File: src/rtl/mem_arbiter_pkg.sv
// mem_arbiter shared types.
// State and owner encodings for the unified memory port.
package mem_arbiter_pkg;

  typedef enum logic [1:0] {
    IDLE = 2'd0,
    REQ  = 2'd1,
    RESP = 2'd2
  } state_t;

  typedef enum logic {
    OWN_IF = 1'b0,
    OWN_D  = 1'b1
  } owner_t;

endpackage

File: src/rtl/mem_arbiter_if.sv
// mem_arbiter bus bundle.
// Fetch, load/store and memory sides of the shared port.
interface mem_arbiter_if #(
  parameter int AW = 32,
  parameter int DW = 32
) ();

  logic            if_req;
  logic [AW-1:0]   if_addr;
  logic            if_gnt;
  logic            if_rvalid;
  logic [DW-1:0]   if_rdata;

  logic            d_req;
  logic            d_we;
  logic [DW/8-1:0] d_be;
  logic [AW-1:0]   d_addr;
  logic [DW-1:0]   d_wdata;
  logic            d_gnt;
  logic            d_rvalid;
  logic [DW-1:0]   d_rdata;

  logic            mem_req;
  logic            mem_we;
  logic [DW/8-1:0] mem_be;
  logic [AW-1:0]   mem_addr;
  logic [DW-1:0]   mem_wdata;
  logic            mem_gnt;
  logic            mem_rvalid;
  logic [DW-1:0]   mem_rdata;

  logic            bus_err;

  modport slave (
    input  if_req, if_addr,
    input  d_req, d_we, d_be, d_addr, d_wdata,
    input  mem_gnt, mem_rvalid, mem_rdata,
    output if_gnt, if_rvalid, if_rdata,
    output d_gnt, d_rvalid, d_rdata,
    output mem_req, mem_we, mem_be,
    output mem_addr, mem_wdata,
    output bus_err
  );

  modport master (
    output if_req, if_addr,
    output d_req, d_we, d_be, d_addr, d_wdata,
    output mem_gnt, mem_rvalid, mem_rdata,
    input  if_gnt, if_rvalid, if_rdata,
    input  d_gnt, d_rvalid, d_rdata,
    input  mem_req, mem_we, mem_be,
    input  mem_addr, mem_wdata,
    input  bus_err
  );

endinterface

File: src/rtl/mem_arbiter_rr_arb2.sv
// Two-way round-robin pick.
// The requester that did not win last time wins a tie.
module rr_arb2
  import mem_arbiter_pkg::*;
(
  input  logic   req_if,
  input  logic   req_d,
  input  owner_t last_owner,
  output logic   grant_valid,
  output owner_t winner
);

  // pick a winner among pending requests
  always_comb begin
    grant_valid = req_if | req_d;
    winner      = OWN_IF;
    unique case (1'b1)
      (req_if & req_d):
        winner = (last_owner == OWN_IF) ? OWN_D : OWN_IF;
      (req_d & ~req_if):
        winner = OWN_D;
      default:
        winner = OWN_IF;
    endcase
  end

endmodule

File: src/rtl/mem_arbiter.sv
// Fetch / load-store arbiter onto one memory port.
// One outstanding transaction, round-robin, response timeout.
module mem_arbiter
  import mem_arbiter_pkg::*;
#(
  parameter int AW      = 32,
  parameter int DW      = 32,
  parameter int TIMEOUT = 15
) (
  input logic           clk,
  input logic           reset,
  mem_arbiter_if.slave  bus
);

  localparam int BW = DW / 8;
  localparam int CW = $clog2(TIMEOUT + 1);

  state_t        state;
  owner_t        owner;
  owner_t        last_owner;
  logic          lat_we;
  logic [BW-1:0] lat_be;
  logic [AW-1:0] lat_addr;
  logic [DW-1:0] lat_wdata;
  logic [CW-1:0] cnt;
  logic          berr;

  logic          pick_v;
  owner_t        pick;
  logic          in_req;
  logic          in_resp;
  logic          acc;
  logic          fin_ok;
  logic          fin_to;
  logic          fire;
  logic [DW-1:0] rdata;

  rr_arb2 u_rr (
    .req_if      (bus.if_req),
    .req_d       (bus.d_req),
    .last_owner  (last_owner),
    .grant_valid (pick_v),
    .winner      (pick)
  );

  assign in_req  = (state == REQ);
  assign in_resp = (state == RESP);
  assign acc     = in_req & bus.mem_gnt;
  assign fin_ok  = (acc | in_resp) & bus.mem_rvalid;
  assign fin_to  = in_resp & ~bus.mem_rvalid
                 & (cnt == CW'(TIMEOUT));
  assign fire    = fin_ok | fin_to;
  assign rdata   = fin_ok ? bus.mem_rdata : '0;

  assign bus.mem_req   = in_req;
  assign bus.mem_we    = in_req & lat_we;
  assign bus.mem_be    = in_req ? lat_be : '0;
  assign bus.mem_addr  = in_req ? lat_addr : '0;
  assign bus.mem_wdata = in_req ? lat_wdata : '0;

  assign bus.if_gnt    = acc & (owner == OWN_IF);
  assign bus.d_gnt     = acc & (owner == OWN_D);
  assign bus.if_rvalid = fire & (owner == OWN_IF);
  assign bus.d_rvalid  = fire & (owner == OWN_D);
  assign bus.if_rdata  = (owner == OWN_IF) ? rdata : '0;
  assign bus.d_rdata   = (owner == OWN_D) ? rdata : '0;
  assign bus.bus_err   = berr;

  // transaction FSM: arbitrate, request, await response
  always_ff @(posedge clk or negedge reset) begin
    if (!reset) begin
      state      <= IDLE;
      owner      <= OWN_IF;
      last_owner <= OWN_D;
      lat_we     <= 1'b0;
      lat_be     <= '0;
      lat_addr   <= '0;
      lat_wdata  <= '0;
      cnt        <= '0;
      berr       <= 1'b0;
    end else begin
      unique case (state)
        IDLE: begin
          cnt <= '0;
          if (pick_v) begin
            owner      <= pick;
            last_owner <= pick;
            state      <= REQ;
            if (pick == OWN_D) begin
              lat_we    <= bus.d_we;
              lat_be    <= bus.d_be;
              lat_addr  <= bus.d_addr;
              lat_wdata <= bus.d_wdata;
            end else begin
              lat_we    <= 1'b0;
              lat_be    <= '1;
              lat_addr  <= bus.if_addr;
              lat_wdata <= '0;
            end
          end
        end
        REQ: begin
          if (acc) begin
            state <= bus.mem_rvalid ? IDLE : RESP;
          end
        end
        RESP: begin
          if (fire) begin
            state <= IDLE;
            cnt   <= '0;
          end else begin
            cnt <= cnt + CW'(1);
          end
        end
        default: state <= IDLE;
      endcase
      if (fin_to) begin
        berr <= 1'b1;
      end
    end
  end

endmodule
File: src/flat_wrapper.sv
// flat-port wrapper written by rule: the top's interface ports become plain ports
module mem_arbiter_flat import mem_arbiter_pkg::*;
#(
  parameter int AW      = 32,
  parameter int DW      = 32,
  parameter int TIMEOUT = 15
)
  (clk, reset, bus_if_req, bus_if_addr, bus_d_req, bus_d_we, bus_d_be, bus_d_addr, bus_d_wdata, bus_mem_gnt, bus_mem_rvalid, bus_mem_rdata, bus_if_gnt, bus_if_rvalid, bus_if_rdata, bus_d_gnt, bus_d_rvalid, bus_d_rdata, bus_mem_req, bus_mem_we, bus_mem_be, bus_mem_addr, bus_mem_wdata, bus_bus_err);
  mem_arbiter_if #(.AW(AW), .DW(DW)) bus_i ();
  input logic clk;
  input logic reset;
  input wire logic [$bits(bus_i.if_req)-1:0] bus_if_req;
  input wire logic [$bits(bus_i.if_addr)-1:0] bus_if_addr;
  input wire logic [$bits(bus_i.d_req)-1:0] bus_d_req;
  input wire logic [$bits(bus_i.d_we)-1:0] bus_d_we;
  input wire logic [$bits(bus_i.d_be)-1:0] bus_d_be;
  input wire logic [$bits(bus_i.d_addr)-1:0] bus_d_addr;
  input wire logic [$bits(bus_i.d_wdata)-1:0] bus_d_wdata;
  input wire logic [$bits(bus_i.mem_gnt)-1:0] bus_mem_gnt;
  input wire logic [$bits(bus_i.mem_rvalid)-1:0] bus_mem_rvalid;
  input wire logic [$bits(bus_i.mem_rdata)-1:0] bus_mem_rdata;
  output wire logic [$bits(bus_i.if_gnt)-1:0] bus_if_gnt;
  output wire logic [$bits(bus_i.if_rvalid)-1:0] bus_if_rvalid;
  output wire logic [$bits(bus_i.if_rdata)-1:0] bus_if_rdata;
  output wire logic [$bits(bus_i.d_gnt)-1:0] bus_d_gnt;
  output wire logic [$bits(bus_i.d_rvalid)-1:0] bus_d_rvalid;
  output wire logic [$bits(bus_i.d_rdata)-1:0] bus_d_rdata;
  output wire logic [$bits(bus_i.mem_req)-1:0] bus_mem_req;
  output wire logic [$bits(bus_i.mem_we)-1:0] bus_mem_we;
  output wire logic [$bits(bus_i.mem_be)-1:0] bus_mem_be;
  output wire logic [$bits(bus_i.mem_addr)-1:0] bus_mem_addr;
  output wire logic [$bits(bus_i.mem_wdata)-1:0] bus_mem_wdata;
  output wire logic [$bits(bus_i.bus_err)-1:0] bus_bus_err;
  assign bus_i.if_req = bus_if_req;
  assign bus_i.if_addr = bus_if_addr;
  assign bus_i.d_req = bus_d_req;
  assign bus_i.d_we = bus_d_we;
  assign bus_i.d_be = bus_d_be;
  assign bus_i.d_addr = bus_d_addr;
  assign bus_i.d_wdata = bus_d_wdata;
  assign bus_i.mem_gnt = bus_mem_gnt;
  assign bus_i.mem_rvalid = bus_mem_rvalid;
  assign bus_i.mem_rdata = bus_mem_rdata;
  assign bus_if_gnt = bus_i.if_gnt;
  assign bus_if_rvalid = bus_i.if_rvalid;
  assign bus_if_rdata = bus_i.if_rdata;
  assign bus_d_gnt = bus_i.d_gnt;
  assign bus_d_rvalid = bus_i.d_rvalid;
  assign bus_d_rdata = bus_i.d_rdata;
  assign bus_mem_req = bus_i.mem_req;
  assign bus_mem_we = bus_i.mem_we;
  assign bus_mem_be = bus_i.mem_be;
  assign bus_mem_addr = bus_i.mem_addr;
  assign bus_mem_wdata = bus_i.mem_wdata;
  assign bus_bus_err = bus_i.bus_err;
  mem_arbiter #(.AW(AW), .DW(DW), .TIMEOUT(TIMEOUT)) u_core (.clk(clk), .reset(reset), .bus(bus_i));
endmodule
File: config.mk
export PLATFORM = sky130hd
export DESIGN_NAME = mem_arbiter_flat
export DESIGN_NICKNAME = d
export VERILOG_FILES = /design/src/rtl/mem_arbiter_pkg.sv /design/src/rtl/mem_arbiter_if.sv /design/src/rtl/mem_arbiter_rr_arb2.sv /design/src/rtl/mem_arbiter.sv /design/src/flat_wrapper.sv
export SDC_FILE = /design/constraint.sdc
export NUM_CORES = 1
export LEC_CHECK = 0
export ABC_AREA = 1
export BUFFER_PORTS_ARGS = -buffer_cell sky130_fd_sc_hd__buf_2
export CAP_MARGIN = 30
export CORE_ASPECT_RATIO = 1.1
export CORE_UTILIZATION = 36
export CTS_CLUSTER_SIZE = 16
export DETAILED_ROUTE_END_ITERATION = 10
export MAX_ROUTING_LAYER = met4
export PLACE_DENSITY = 0.72
export SLEW_MARGIN = 10
export SYNTH_ARGS = -nofsm -noshare
export SYNTH_HDL_FRONTEND = slang
export SYNTH_HIERARCHICAL = 1
export SYNTH_SLANG_ARGS = --single-unit
File: constraint.sdc
create_clock -name clk -period 1.38 [get_ports clk]
set_input_delay 0.276 -clock clk [delete_from_list [all_inputs] [get_ports clk]]
set_output_delay 0.276 -clock clk [all_outputs]
set_load 0.03 [all_outputs]
[Word level (Yosys, flattened, before mapping)]
Cells that the tools add are included.
Cells by class
  add/subtract/negate cells: 1
  equal/unequal tests: 6
  multiplexer cells: 19
  bitwise logic cells: 17
  reduce and logical (&&, ||, !) cells: 4
Operators with widths (count)
  2-to-1 mux 32 bit: 7
  2-to-1 mux 4 bit: 3
  AND 1 bit: 11
  2-to-1 mux 2 bit: 4
  one-hot mux 4 bit (2 select lines): 1
  one-hot mux 2 bit (3 select lines): 1
  adder 4 x 1 -> 4 bit (second input constant): 1
  equality test 4 bit (second input constant): 1
  != test 2 bit (second input constant): 2
  NOT 1 bit: 3
  bitwise OR 1 bit: 3
  AND reduction 3 bit: 1
  equality test 2 x 1 -> 1 bit (second input constant): 1
  equality test 2 bit (second input constant): 1
  logical NOT 2 bit: 1
  2-to-1 mux 1 bit: 2
  != test 2 x 1 -> 1 bit (second input constant): 1
  one-hot mux 1 bit (2 select lines): 1
  AND reduction 2 bit: 1
  nonzero test 2 bit: 1
Storage, ports and cells
  register bits after elaboration: 78
  input port bits: 139
  logic and storage cells: 56

[Longest topological paths before layout]
  depth in word-level cells: 7
  mapped depth: 8
  mapped depth without buffers: 7

[Hierarchy]
Netlist, hierarchy kept.
By module, submodules not included
  mem_arbiter: times used 1, cells an instance 604, area an instance 4485.6 um^2
  rr_arb2: times used 1, cells an instance 3, area an instance 15.0 um^2

[Least setup slack after synthesis]
Ideal clock, no wire load.
  kind: flip-flop to output port
  start point: register u_core.state[0]
  end point: output port bus_d_rdata[23]
  arrival: 1.550 ns
  required time: 1.104 ns
  setup slack: -0.446 ns
  stages on the path, launching flop included: 8
  path buffers: 2
  cell sequence: dfrtp_1 buf_6 inv_4 nand2_2 nand2_1 nand2_2 buf_2 nor3_1
Between the ends
  longest elaborated chain between the ends: 6
  elaborated cells between the ends (all ways): 7
  those cells by class: 2 x eq/ne; 2 x mux; 3 x bitwise
RTL lines
  start: declaration: RTL line mem_arbiter.sv:18  | state_t state;
  start signal: assignment: RTL line mem_arbiter.sv:104  | state <= bus.mem_rvalid ? IDLE : RESP;
  equality test 2 x 1 -> 1 bit: RTL line mem_arbiter.sv:46  | assign in_req = (state == REQ);
  AND 1 bit: RTL line mem_arbiter.sv:48  | assign acc = in_req & bus.mem_gnt;
  bitwise OR 1 bit *: RTL line mem_arbiter.sv:49  | assign fin_ok = (acc | in_resp) & bus.mem_rvalid;
  AND 1 bit *: RTL line mem_arbiter.sv:49
  2-to-1 mux 32 bit *: RTL line mem_arbiter.sv:53  | assign rdata = fin_ok ? bus.mem_rdata : '0;
  2-to-1 mux 32 bit *: RTL line mem_arbiter.sv:66  | assign bus.d_rdata = (owner == OWN_D) ? rdata : '0;
  end: declaration: RTL line flat_wrapper.sv:27  | output wire logic [$bits(bus_i.d_rdata)-1:0] bus_d_rdata;
Every way passes the cells marked *; elsewhere a longest branch is shown, timed or not.

[Worst setup path after layout]
  start point: register u_core.state[1]
  end point: output port bus_d_rdata[13]
Same word-level chain as after synthesis.

==> flow_summary.ini <==
[outcome]
outcome = complete, but fails checks
violations = negative setup slack

[critical_path]
crit_family = simple AND/OR/NAND/NOR gates
rr_startpoint = u_core/state[0]$_DFFE_PN0P_
cp_slowest_cell = dfrtp_1
path_common_cell = nand2_8
r2r_slack_ns = -0.17
end_kind = output port
worst_r2r_path_depth = 6
worst_r2r_endpoint = u_core/state[1]$_DFFE_PN0P_
crit_buf_inv = 3
slowest_delay_ns = 0.39
crit_type = reg2out
critPathLaunchType = flop
cp_max_fo = 5
required_ns = 1.10
path_cells = inv_2 -> nand3_4 -> nand2_8 -> nand2_8 -> buf_12 -> nor3_4 -> buf_6
cp.arrival_ns = 1.67

[sta]
slew_viol_final = 0
fin_crit_sh = 1.41
setup_ws_ns = -0.568
worst_pin_slew_ns = 0.278
setup_tns_ns = -65.81
hold_slack_ns = 0.152
hold_viol = 0
slew_headroom = 0.815
max_freq_mhz = 513
rsz0062_at_grt = yes
setup_violations = 172
skew_ns = 0.00615
period_needed_ns = 1.95

[placement]
place_hpwl_um = 10800
port_buffers = 277
place_ws_ns = -0.230
gp_congestion = 0.770
place_area_um2 = 7160

[routing]
routedWlPerCell_um = 16.3
num_vias = 5213
ant_nets = 0
drt_wl_total_um = 17500
drc = 0
drtIter0Drc = 287
dr.pass1.iters = 5
vias_per_cell = 4.84

[synth]
ys_seq_area_frac = 0.434
synth.avg_cell_area_um2 = 7.41
synth_area_um2 = 4500
synth_edf_count = 0
dominantRegCellSynth = dfrtp_1
synth-seq-cells = 78
synth_fp_nets = 747
yosys.cell_types.count = 29
netlist_instances = 607
async_reset_ff_frac = 1.00
synth-warning-count = 6

[worst_hold_path]
hold_class = in2reg
holdPathEnd = u_core/lat_wdata[9]$_DFFE_PN0P_
hold_depth = 3
holdCritStartpoint = bus_d_wdata[9]

[cts]
clock_tree.root_cell = clkbuf_16
cts_sinks = 78
clk_pin_slew_ns = 0.06
clockBufferDepth = 2
insertion_delay_ns = 0.33
h-tree-depth = 3
cts_tree = built
cts_buffers = 9

[grt]
grt_max_degree = 36
grt_use_total = 0.246
overflow = 0
grt_pass1_vias = 4908
grt_pass1_wl_um = 23600
antenna_found_initial = 1

[pwr]
internal_power_mw = 9.58
ir_worst_vdd_mv = 1.40
power_frac_comb = 0.662
seq_power_share = 0.198
p_switching_mw = 8.76
p_sw_frac = 0.478
p_per_area_nw_per_um2 = 2110
power_frac_clock = 0.140
p_leak_nw = 4.36

[final_layout]
fin_area_um2 = 8680
area_growth_pct = 92.8
drive_gt1_frac = 0.550
final_core_util = 0.718
nets = 1057

[die]
die_x_um = 109
die_y_um = 119
start_util = 0.372
io_pins = 278
rows = 42
core-area_um2 = 12100
die_area_um2 = 13000

[flow_run]
cap_viol_max_count = 0
synthesized netlist by cell type (3+ instances only):
| library cell | number | area (µm²) |
|---|---|---|
| clkbuf_1 | 11 | 41.3 |
| buf_4 | 3 | 22.5 |
| nor3_1 | 34 | 170 |
| a31oi_1 | 32 | 200 |
| nor3_2 | 30 | 300 |
| buf_2 | 16 | 80.1 |
| inv_1 | 108 | 405 |
| o21ai_1 | 25 | 125 |
| o21ai_0 | 14 | 70.1 |
| buf_6 | 11 | 124 |
| dfrtp_1 | 77 | 1930 |
| inv_2 | 3 | 11.3 |
| nor2_1 | 109 | 409 |
| a21oi_1 | 8 | 40.0 |
| nand2_1 | 109 | 409 |
per-layer routing:
layer / up-vias / track usage / routed length, µm
li1: 2511 / - / -
met1: 2424 / 0.255 / 6460
met2: 242 / 0.445 / 9310
met3: 36 / 0.0515 / 1280
met4: 0 / 0.0963 / 448
met5: - / - / 0
how the worst max path moves through the flow:
stage | start | to | slack, ns | cells after the start
after detailed placement | u_core/state[0]$_DFFE_PN0P_ | bus_d_rdata[30] | -0.23 | 7
after CTS | u_core/state[0]$_DFFE_PN0P_ | bus_d_rdata[30] | -0.54 | 7
after global routing | u_core/state[0]$_DFFE_PN0P_ | bus_d_rdata[13] | -0.64 | 7
final | u_core/state[1]$_DFFE_PN0P_ | bus_d_rdata[13] | -0.57 | 7
after global placement | u_core/state[0]$_DFFE_PN0P_ | bus_d_rdata[25] | -0.20 | 7
after floorplan | u_core/state[0]$_DFFE_PN0P_ | bus_if_rdata[10] | -0.22 | 7
cells in the final DEF (no fill, tap or decap), types with 2 or more instances in the layout:
| cell type | netlist | final |
|---|---|---|
| a31oi_1 | 32 | 32 |
| a21oi_1 | 8 | 5 |
| o21ai_1 | 25 | 25 |
| dfrtp_2 | 0 | 2 |
| inv_1 | 108 | 107 |
| inv_4 | 2 | 2 |
| nand2_1 | 109 | 106 |
| buf_6 | 11 | 59 |
| nand3_4 | 2 | 3 |
| o21ai_0 | 14 | 14 |
| buf_16 | 0 | 8 |
| dfrtp_1 | 77 | 75 |
| bufinv_16 | 0 | 2 |
| buf_2 | 16 | 151 |
| nor2_2 | 0 | 23 |
| nor2_1 | 109 | 43 |
| clkbuf_16 | 0 | 20 |
| nor2_4 | 1 | 44 |
| inv_2 | 3 | 2 |
| nor3_2 | 30 | 14 |
| nand2_8 | 0 | 4 |
| buf_12 | 0 | 14 |
| inv_6 | 0 | 2 |
| nor3_4 | 0 | 50 |
| buf_4 | 3 | 93 |
| nand2_4 | 0 | 3 |
| a21oi_4 | 0 | 2 |
power groups by stage:
stage / combinational, mW / clock [mW] / sequential [mW]
2_1_floorplan: 7.14 / 0 / 3.51
3_3_place_gp: 9.67 / 0 / 3.59
3_5_place_dp: 9.73 / 0 / 3.64
4_1_cts: 10.9 / 2.62 / 3.61
5_1_grt: 12.9 / 2.73 / 3.72
6_report: 12.1 / 2.58 / 3.63
flip-flops by register name, indices dropped and copies added, names as in the netlist:
| register | flops |
|---|---|
| u_core/last_owner | 1 |
| u_core/lat_wdata | 32 |
| u_core/lat_addr | 32 |
| u_core/bus.bus_err | 1 |
| u_core/owner | 1 |
| u_core/lat_we | 1 |
| u_core/state | 2 |
| u_core/lat_be | 4 |
| u_core/cnt | 4 |
stage by stage:
| step | power, mW | std cells |
|---|---|---|
| detailed placement | 13.4 | 1037 |
| finish | 18.3 | 1076 |
| global route | 19.3 | 1076 |
| CTS | 17.1 | 1057 |
| global placement | 13.3 | 1037 |
| floorplan | 10.6 | 607 |
logic make-up after synthesis:
| family | Yosys count | share of synthesized area |
|---|---|---|
| simple gates | 291 | 0.306 |
| buf+inv | 155 | 0.156 |
| compound gates | 80 | 0.0981 |
| flops | 78 | 0.434 |
| xor+xnor | 2 | 0.00389 |
| fa+ha+maj | 1 | 0.00278 |
final cells by class:
| class | instances | area, µm² |
|---|---|---|
| fillers | 859 | 3410 |
| repair buffers | 338 | 2920 |
| multi-input cells | 377 | 2840 |
| flip-flops and latches | 78 | 1960 |
| inverters | 113 | 447 |
| clock buffers | 10 | 239 |
| well taps | 154 | 193 |
| clock inverters | 5 | 82.6 |
| diodes | 1 | 2.50 |
worst min-delay path, cell delays in order:
cell,delay [ns]
buf_2,0.07
nand2_1,0.04
o21ai_1,0.06
timing repair:
| item | in CTS | in global routing |
|---|---|---|
| pin swaps | 1 | 4 |
| hold buffers | 1 | 0 |
| resized for setup | 171 | 60 |
| buffers inserted | 2 | 2 |
| gates cloned | 2 | 17 |
| hold endpoints to repair | 9 | 0 |
| setup endpoints to repair | 143 | 214 |
Note: power is estimated with default switching activity, not from simulation.
